### src/rtl/rc_eq_pkg.sv
// rc_eq_pkg: shared FSM encoding and the sign-safe absolute-difference helper for rc_eq_monitor
package rc_eq_pkg;

    typedef enum logic [1:0] {
        ST_SETTLE  = 2'd0,
        ST_MONITOR = 2'd1,
        ST_FAIL    = 2'd2
    } rc_eq_state_t;

    // Callers sign-extend into ABS_W bits and truncate the result to WIDTH+1
    localparam int ABS_W = 64;

    function automatic logic [ABS_W:0] abs_diff(
        input logic signed [ABS_W-1:0] a,
        input logic signed [ABS_W-1:0] b
    );
        logic signed [ABS_W:0] d;
        d = {a[ABS_W-1], a} - {b[ABS_W-1], b};
        return d[ABS_W] ? -d : d;
    endfunction

endpackage

### src/rtl/rc_eq_chan.sv
// rc_eq_chan: per-channel |a-b| tolerance check with a consecutive-miss persistence counter
module rc_eq_chan
    import rc_eq_pkg::*;
#(
    parameter int WIDTH   = 25,
    parameter int TOL     = 0,
    parameter int PERSIST = 1
) (
    input  logic             clk,
    input  logic             rst,
    input  logic             restart,
    input  logic             en,
    input  logic [WIDTH-1:0] a,
    input  logic [WIDTH-1:0] b,
    output logic [WIDTH:0]   err,
    output logic             hit
);

    localparam int PW = $clog2(PERSIST + 1);

    logic [PW-1:0] pcnt_q, pcnt_d;
    logic          bad;

    assign err = (WIDTH + 1)'(abs_diff(ABS_W'(signed'(a)), ABS_W'(signed'(b))));
    assign bad = err > (WIDTH + 1)'(TOL);

    always_comb begin
        pcnt_d = pcnt_q;
        if (en) pcnt_d = !bad ? '0 : (pcnt_q == PW'(PERSIST)) ? pcnt_q : pcnt_q + 1'b1;
    end

    assign hit = en && (pcnt_d == PW'(PERSIST));

    always_ff @(posedge clk) begin
        if (rst || restart) pcnt_q <= '0;
        else pcnt_q <= pcnt_d;
    end

endmodule

### src/rtl/rc_eq_monitor.sv
// rc_eq_monitor: N-channel equivalence monitor with settle window, persistence filter and sticky diagnostics
module rc_eq_monitor
    import rc_eq_pkg::*;
#(
    parameter int  N_CH    = 2,
    parameter int  WIDTH   = 25,
    parameter int  TOL     = 0,
    parameter int  SETTLE  = 4,
    parameter int  PERSIST = 1,
    parameter int  CNT_W   = 32,
    localparam int CH_W    = (N_CH > 1) ? $clog2(N_CH) : 1
) (
    input  logic                  clk,
    input  logic                  rst,
    input  logic                  clear,
    input  logic                  valid,
    input  logic [N_CH*WIDTH-1:0] a,
    input  logic [N_CH*WIDTH-1:0] b,
    output logic                  prop,
    output logic                  fail,
    output logic [CH_W-1:0]       fail_ch,
    output logic [CNT_W-1:0]      fail_cycle,
    output logic [WIDTH:0]        max_err,
    output logic [1:0]            state
);

    localparam int SW = (SETTLE > 0) ? $clog2(SETTLE + 1) : 1;

    rc_eq_state_t     state_q, state_d;
    logic [SW-1:0]    settle_q, settle_d;
    logic [CNT_W-1:0] cnt_q, cnt_d, fail_cycle_q, fail_cycle_d;
    logic [CH_W-1:0]  fail_ch_q, fail_ch_d, fch;
    logic [WIDTH:0]   max_err_q, max_err_d, emax;
    logic             prop_q, prop_d, en, trig;
    logic [N_CH-1:0]  hit;
    logic [WIDTH:0]   err [N_CH];

    assign en = valid && (state_q == ST_MONITOR);

    for (genvar c = 0; c < N_CH; c++) begin : g_ch
        rc_eq_chan #(.WIDTH(WIDTH), .TOL(TOL), .PERSIST(PERSIST)) u_chan (
            .clk     (clk),
            .rst     (rst),
            .restart (clear),
            .en      (en),
            .a       (a[c*WIDTH +: WIDTH]),
            .b       (b[c*WIDTH +: WIDTH]),
            .err     (err[c]),
            .hit     (hit[c])
        );
    end

    assign trig = |hit;

    // Descending scan so the lowest triggering index is the one left standing
    always_comb begin
        fch  = '0;
        emax = '0;
        for (int i = N_CH - 1; i >= 0; i--) fch = hit[i] ? CH_W'(i) : fch;
        for (int i = 0; i < N_CH; i++) emax = (err[i] > emax) ? err[i] : emax;
    end

    always_comb begin
        state_d      = state_q;
        settle_d     = settle_q;
        cnt_d        = cnt_q;
        prop_d       = prop_q;
        fail_ch_d    = fail_ch_q;
        fail_cycle_d = fail_cycle_q;
        max_err_d    = max_err_q;
        if (valid && state_q != ST_FAIL && cnt_q != '1) cnt_d = cnt_q + 1'b1;
        case (state_q)
            ST_SETTLE: begin
                settle_d = valid ? settle_q + 1'b1 : settle_q;
                if (SETTLE == 0 || (valid && settle_q == SW'(SETTLE - 1))) state_d = ST_MONITOR;
            end
            ST_MONITOR: if (valid) begin
                max_err_d = (emax > max_err_q) ? emax : max_err_q;
                if (trig) begin
                    state_d      = ST_FAIL;
                    prop_d       = 1'b0;
                    fail_ch_d    = fch;
                    fail_cycle_d = cnt_q;
                end
            end
            default: ;
        endcase
    end

    always_ff @(posedge clk) begin
        if (rst || clear) begin
            state_q      <= ST_SETTLE;
            settle_q     <= '0;
            cnt_q        <= '0;
            prop_q       <= 1'b1;
            fail_ch_q    <= '0;
            fail_cycle_q <= '0;
            max_err_q    <= '0;
        end else begin
            state_q      <= state_d;
            settle_q     <= settle_d;
            cnt_q        <= cnt_d;
            prop_q       <= prop_d;
            fail_ch_q    <= fail_ch_d;
            fail_cycle_q <= fail_cycle_d;
            max_err_q    <= max_err_d;
        end
    end

    assign prop       = prop_q;
    assign fail       = ~prop_q;
    assign fail_ch    = fail_ch_q;
    assign fail_cycle = fail_cycle_q;
    assign max_err    = max_err_q;
    assign state      = state_q;

    a_state_legal: assert property (@(posedge clk) state_q inside {ST_SETTLE, ST_MONITOR, ST_FAIL});

endmodule
### config.mk
export PLATFORM = sky130hd
export DESIGN_NAME = rc_eq_monitor
export DESIGN_NICKNAME = d
export VERILOG_FILES = /design/src/rtl/rc_eq_pkg.sv /design/src/rtl/rc_eq_chan.sv /design/src/rtl/rc_eq_monitor.sv
export SDC_FILE = /design/constraint.sdc
export NUM_CORES = 1
export LEC_CHECK = 0
export ABC_AREA = 0
export CORE_MARGIN = 2
export CORE_UTILIZATION = 60
export CTS_CLUSTER_DIAMETER = 120
export DETAILED_ROUTE_END_ITERATION = 10
export HOLD_SLACK_MARGIN = 0.06
export PLACE_DENSITY = 0.88
export SETUP_SLACK_MARGIN = 0.02
export SLEW_MARGIN = 30
export SYNTH_ARGS = -nofsm -noshare
export SYNTH_HDL_FRONTEND = slang
export SYNTH_SLANG_ARGS = --single-unit
### constraint.sdc
create_clock -name clk -period 21.4 [get_ports clk]
set_input_delay 2.14 -clock clk [delete_from_list [all_inputs] [get_ports clk]]
set_output_delay 2.14 -clock clk [all_outputs]
set_load 0.02 [all_outputs]
## Word-level counts from Yosys, hierarchy flattened

Index checks and enable logic that the tools add are counted.
Widths: inputs -> output; s select.

- Register bits: 99
- Bits of input ports: 104
- Output and inout port bits: 63

- Add/sub/neg operators: 8
- Magnitude comparators: 4
- Equality and inequality tests: 7
- Multiplexer cells: 16
- Bitwise logic cells: 1
- Reduce and logical (&&, ||, !) cells: 14

Operators by type and width:

| operator | number |
|---|---|
| $mux 26 | 4 |
| $gt 26x1->1 const B | 2 |
| $gt 26x26->1 | 2 |
| $neg 26->26 | 2 |
| $sub 25x25->26 | 2 |
| $add 32x1->32 const B | 1 |
| $ne 32x32->1 const B | 1 |
| $mux 1 | 8 |
| $ne 2x2->1 const B | 4 |
| $logic_and 1x1->1 | 6 |
| $mux 2 | 3 |
| $reduce_and 3->1 | 2 |
| $pmux 2 s2 | 1 |
| $reduce_and 4->1 | 1 |
| $add 3x1->3 const B | 1 |
| $eq 3x2->1 const B | 1 |
| $add 1x1->1 const B | 2 |
| $eq 2x1->1 const B | 1 |
| $logic_not 2->1 | 1 |
| $reduce_and 2->1 | 1 |
| $reduce_bool 2->1 | 1 |
| $reduce_or 2->1 | 1 |
| $logic_or 1x1->1 | 1 |
| $not 1->1 | 1 |

## Longest topological paths before layout

- Depth after elaboration: 11
- Depth in mapped cells: 41
- Gate-level depth less buffers: 36

## By module

A second synthesis with hierarchy kept.

- Cell total of the unflattened synthesis: 1490
- Area total of the unflattened synthesis: 10652.7 µm²

By module, submodules not included:

| module | instances | cells an instance | area an instance (µm²) | seq. area each (µm²) |
|---|---|---|---|---|
| rc_eq_monitor | 1 | 702 | 5420.2 | 1941.9 |
| rc_eq_chan at g_ch[1].u_chan | 1 | 430 | 2780.2 | 0.0 |
| rc_eq_chan at g_ch[0].u_chan | 1 | 358 | 2452.4 | 0.0 |

## Worst setup path after synthesis

OpenSTA, ideal clock, no wires.

- Path type: input to register
- Start: in a[25]
- End: reg max_err_q[10] (netlist: max_err[10])
- Arrival: 10.136 ns
- Required time: 21.272 ns
- Path slack: 11.136 ns
- Cell stages on the path: 38
- Buffers on the path: 3
- Cell sequence: inv_1 > ha_1 > inv_1 > fa_1 > a21o_1 > a221o_1 > a221oi_2 > o21ai_0 > xor2_1 > or4_4 > or4_4 > mux2i_1 > and2_1 > inv_2 > ha_1 > nand4_1 > or2_2 > o221ai_1 > [2 not listed] > clkbuf_1 > clkbuf_1 > mux2i_1 > ha_1 > nor2b_1 > o21a_1 > o21a_1 > o21a_1 > o21a_1 > o21a_1 > o21ai_0 > nand2b_1 > a21oi_1 > o211ai_1 > nand3_1 > buf_1 > mux2i_1 > nor2_1

- Cells in the longest elaborated chain, start to end: 7

RTL lines:

| what | RTL line | text |
|---|---|---|
| from (decl) | rc_eq_monitor.sv:17 | `input logic [N_CH*WIDTH-1:0] a,` |
| $sub 25x25->26 * | rc_eq_pkg.sv:18 | `d = {a[ABS_W-1], a} - {b[ABS_W-1], b};` |
| $neg 26->26 | rc_eq_pkg.sv:19 | `return d[ABS_W] ? -d : d;` |
| $mux 26 * | rc_eq_pkg.sv:19 |  |
| $gt 26x26->1 | rc_eq_monitor.sv:60 | `for (int i = 0; i < N_CH; i++) emax = (err[i] > emax) ? err[i] : emax;` |
| $mux 26 * | rc_eq_monitor.sv:60 |  |
| via emax[1] | rc_eq_monitor.sv:33 | `logic [WIDTH:0] max_err_q, max_err_d, emax;` |
| $gt 26x26->1 * | rc_eq_monitor.sv:78 | `max_err_d = (emax > max_err_q) ? emax : max_err_q;` |
| $reduce_and 3->1 (no source line) * | -- |  |
| to (signal assigned) | rc_eq_monitor.sv:106 | `max_err_q <= max_err_d;` |
| to (decl) | rc_eq_monitor.sv:33 |  |

The timed path passes the listed nets; every way through them passes the cells marked *.
A chain may end at the register's enable or synchronous reset.

## Worst setup path in the final report

- Start: in a[0]
- End: reg max_err_q[4] (netlist: max_err[4])

- Cells in the longest elaborated chain, start to end: 9

RTL lines:

| what | RTL line |
|---|---|
| $sub 25x25->26 * | rc_eq_pkg.sv:18 |
| $neg 26->26 | rc_eq_pkg.sv:19 |
| $mux 26 * | rc_eq_pkg.sv:19 |
| $gt 26x1->1 | rc_eq_monitor.sv:60 |
| $mux 26 * | rc_eq_monitor.sv:60 |
| $gt 26x26->1 | rc_eq_monitor.sv:60 |
| $mux 26 * | rc_eq_monitor.sv:60 |
| via emax[1] | rc_eq_monitor.sv:33 |
| $gt 26x26->1 * | rc_eq_monitor.sv:78 |
| $reduce_and 3->1 (no source line) * | -- |

Marked as above.

==> impl_metrics.env <==
export IMPL_synth_top_area_share_pct=17.9
export IMPL_synth_distinct_cells=91
export IMPL_cp_max_fo=23
export IMPL_drv_slew=0
export IMPL_core_sq_um=17800
export IMPL_arrival_ps=11570
export IMPL_vdd_drop_max_mv=0.0649
export IMPL_synthesis_area_sq_um=10800
export IMPL_grtUsageMet2_pct=51.5
export IMPL_syn_inst=1417
export IMPL_yosysWarningCount=0
export IMPL_rows=49
export IMPL_relSlewSlack_pct=35.5
export IMPL_r2r_start="max_err[1]"
export IMPL_grt_overflow=0
export IMPL_holdWs_ps=493
export IMPL_wirelength_mm=28.6
export IMPL_syn_to_final_growth_pct=18.9
export IMPL_avgSynthCellArea_sq_um=7.64
export IMPL_grt_pass1_wl_mm=47.9
export IMPL_yosysSeqAreaShare_pct=17.9
export IMPL_postCtsSetupBuffers=0
export IMPL_end_kind="flip-flop"
export IMPL_powerDensity_nw_per_um2=68.4
export IMPL_status="finished clean"
export IMPL_ant_nets=0
export IMPL_setup_viol=0
export IMPL_dr_pass1_iters=6
export IMPL_grt_max_degree=98
export IMPL_clkTransAtPathRegs_ps=70
export IMPL_synth_seq_cells=97
export IMPL_p_leak_nw=5.14
export IMPL_htree_levels=3
export IMPL_drv_cap=0
export IMPL_power_total_mw=0.880
export IMPL_min_to="fail_cycle[12]"
export IMPL_root_buffer="clkbuf_16"
export IMPL_dieWidth_um=138
export IMPL_dp_hpwl_mm=22.3
export IMPL_reg2reg_depth=16
export IMPL_ios=167
export IMPL_cts_buffer_depth=2
export IMPL_ys_top_cells_by_count="nor2_1 (165), inv_1 (123), ha_1 (107), dfxtp_1 (97), nand2_1 (93)"
export IMPL_cts_resized=0
export IMPL_dieArea_sq_um=19100
export IMPL_hold_path_class="reg -> reg"
export IMPL_r2r_end="max_err[4]"
export IMPL_synth_nets=1630
export IMPL_worstSetupStartpoint="a[0]"
export IMPL_max_freq_mhz=87.9
export IMPL_finClkSkew_ps=4.89
export IMPL_period_share_pct=53.2
export IMPL_clock_latency_ps=340
export IMPL_crit_top_cell="o21a_1"
export IMPL_period_needed_ps=11380
export IMPL_busiest_layer="met2"
export IMPL_synth_edff_count=0
export IMPL_drive_gt1_share_pct=4.93
export IMPL_grt_pass1_vias=10100
export IMPL_cts_inserted_buffers=9
export IMPL_port_buffers=166
export IMPL_r2r_slack_ps=17650
export IMPL_synth_async_reset_ratio_pct=0
export IMPL_ys_flop_type="dfxtp_1"
export IMPL_use_met3_pct=2.74
export IMPL_first_iter_violations=1035
export IMPL_grt_usage_pct=29.2
export IMPL_viasPerCell=6.13
export IMPL_critPathSlowestCell="or4_4"
export IMPL_synth_largest_area_cell="dfxtp_1"
export IMPL_tritoncts="done"
export IMPL_met1_usage_pct=37.9
export IMPL_yosysMostFrequentCell="nor2_1"
export IMPL_synth_top_cells_by_area="dfxtp_1 (18%), ha_1 (12%), mux2i_1 (7.8%), nor2_1 (5.7%), inv_1 (4.3%)"
export IMPL_rsz0062_at_grt="false"
export IMPL_start_util_pct=60.7
export IMPL_critPathKind="in -> reg"
export IMPL_setup_tns_ps=0
export IMPL_worstMarginPinSlew_ps=967
export IMPL_cp_required_ps=21590
export IMPL_holdPathStages=2
export IMPL_nets=1750
export IMPL_clock_sinks=97
export IMPL_worstSetupStartpointType="input pin"
export IMPL_wire_per_inst_um=16.1
export IMPL_final_hold_viol_count=0
export IMPL_antenna_found_initial=0
export IMPL_nFillCells=1464
export IMPL_remaining_drc_errors=0
export IMPL_dieHeight_um=138
export IMPL_cts_hold_buf=0
export IMPL_max_stage_delay_ps=630
export IMPL_antenna_cells=0
export IMPL_hold_start="fail_cycle[12]"
export IMPL_vias=10900
export IMPL_gp_congestion=0.975
-- final cells by class --
cell class | count | area, sq um | share of cell area [%]
sequential | 97 | 1940 | 15.1
clock inverter | 5 | 62.6 | 0.486
inverter | 125 | 469 | 3.65
tap | 229 | 287 | 2.23
timing repair buffer | 171 | 1700 | 13.2
multi-input combinational | 1133 | 8150 | 63.4
clock buffer | 11 | 253 | 1.96
-- metal layers --
metal	vias up	part of all wire (%)
met4	0	2.1
met5	-	0
li1	5377	-
met3	57	6.2
met1	5008	43
met2	422	49
-- metrics by stage --
stage	setup WS, ps	cells	cell area, sq um	utilization (%)
5_1_grt	9360	1771	12900	72.1
3_5_place_dp	9850	1755	12600	70.3
6_report	10020	1771	12900	72.1
4_1_cts	10130	1771	12900	72.1
3_3_place_gp	10300	1755	12500	70.3
2_1_floorplan	11140	1417	10800	-
-- worst max path at each step --
stage                   to  cells after the start
6_report        max_err[4]                     36
5_1_grt         max_err[4]                     35
4_1_cts         max_err[8]                     37
3_5_place_dp    max_err[5]                     37
3_3_place_gp   max_err[25]                     33
2_1_floorplan  max_err[10]                     38
-- kinds of logic after synthesis --
group | synth area share, %
AO/OA/AOI/OAI | 22.4
XOR/XNOR | 8.07
adder cells (fa/ha/maj) | 12.7
buffers and inverters | 6.96
flip-flops | 17.9
multiplexers | 8.39
AND/OR/NAND/NOR | 23.5
-- report_power, final --
part	internal (mW)	switching [mW]
clock network	0.0978	0.0701
logic	0.219	0.311
registers	0.181	0.000307
-- layout by cell type (no fill, tap or decap), types with 6 or more instances in the layout --
| cell type | instances |
|---|---|
| or3_1 | 15 |
| a211oi_1 | 25 |
| ha_1 | 107 |
| xnor2_1 | 50 |
| and3_1 | 22 |
| nand3_1 | 27 |
| nand2b_1 | 12 |
| o21a_1 | 27 |
| nor3_1 | 27 |
| and4_1 | 9 |
| xor2_1 | 46 |
| o21bai_1 | 7 |
| or4_1 | 7 |
| nand2_1 | 93 |
| o2111ai_1 | 8 |
| dfxtp_1 | 97 |
| or2_2 | 10 |
| a21o_1 | 26 |
| or4_4 | 6 |
| o211ai_1 | 21 |
| inv_1 | 123 |
| o21ai_1 | 7 |
| o21ai_0 | 50 |
| nor2b_1 | 15 |
| mux2i_1 | 84 |
| nor2_1 | 164 |
| nor4_1 | 12 |
| and2_1 | 13 |
| nand4_1 | 33 |
| clkdlybuf4s50_1 | 166 |
| clkbuf_16 | 9 |
| a21oi_1 | 82 |
| a31oi_1 | 16 |
-- worst max-delay path: cells and delay by family --
kind / cells / cell delay [ps]
AOI/OAI and AO/OA: 14 / 2920
and+or+nand+nor: 9 / 2680
buffers and inverters: 5 / 1340
adders and majority gates: 4 / 1270
xor gates and xnor gates: 2 / 610
muxes: 2 / 560
-- sequential cells by signal (all words and copies together) (netlist names) --
name	cells
fail_ch	1
prop	1
settle_q	3
max_err	26
fail_cycle	32
cnt_q	32
state	2
No activity file was read; power rests on OpenSTA's default activity.
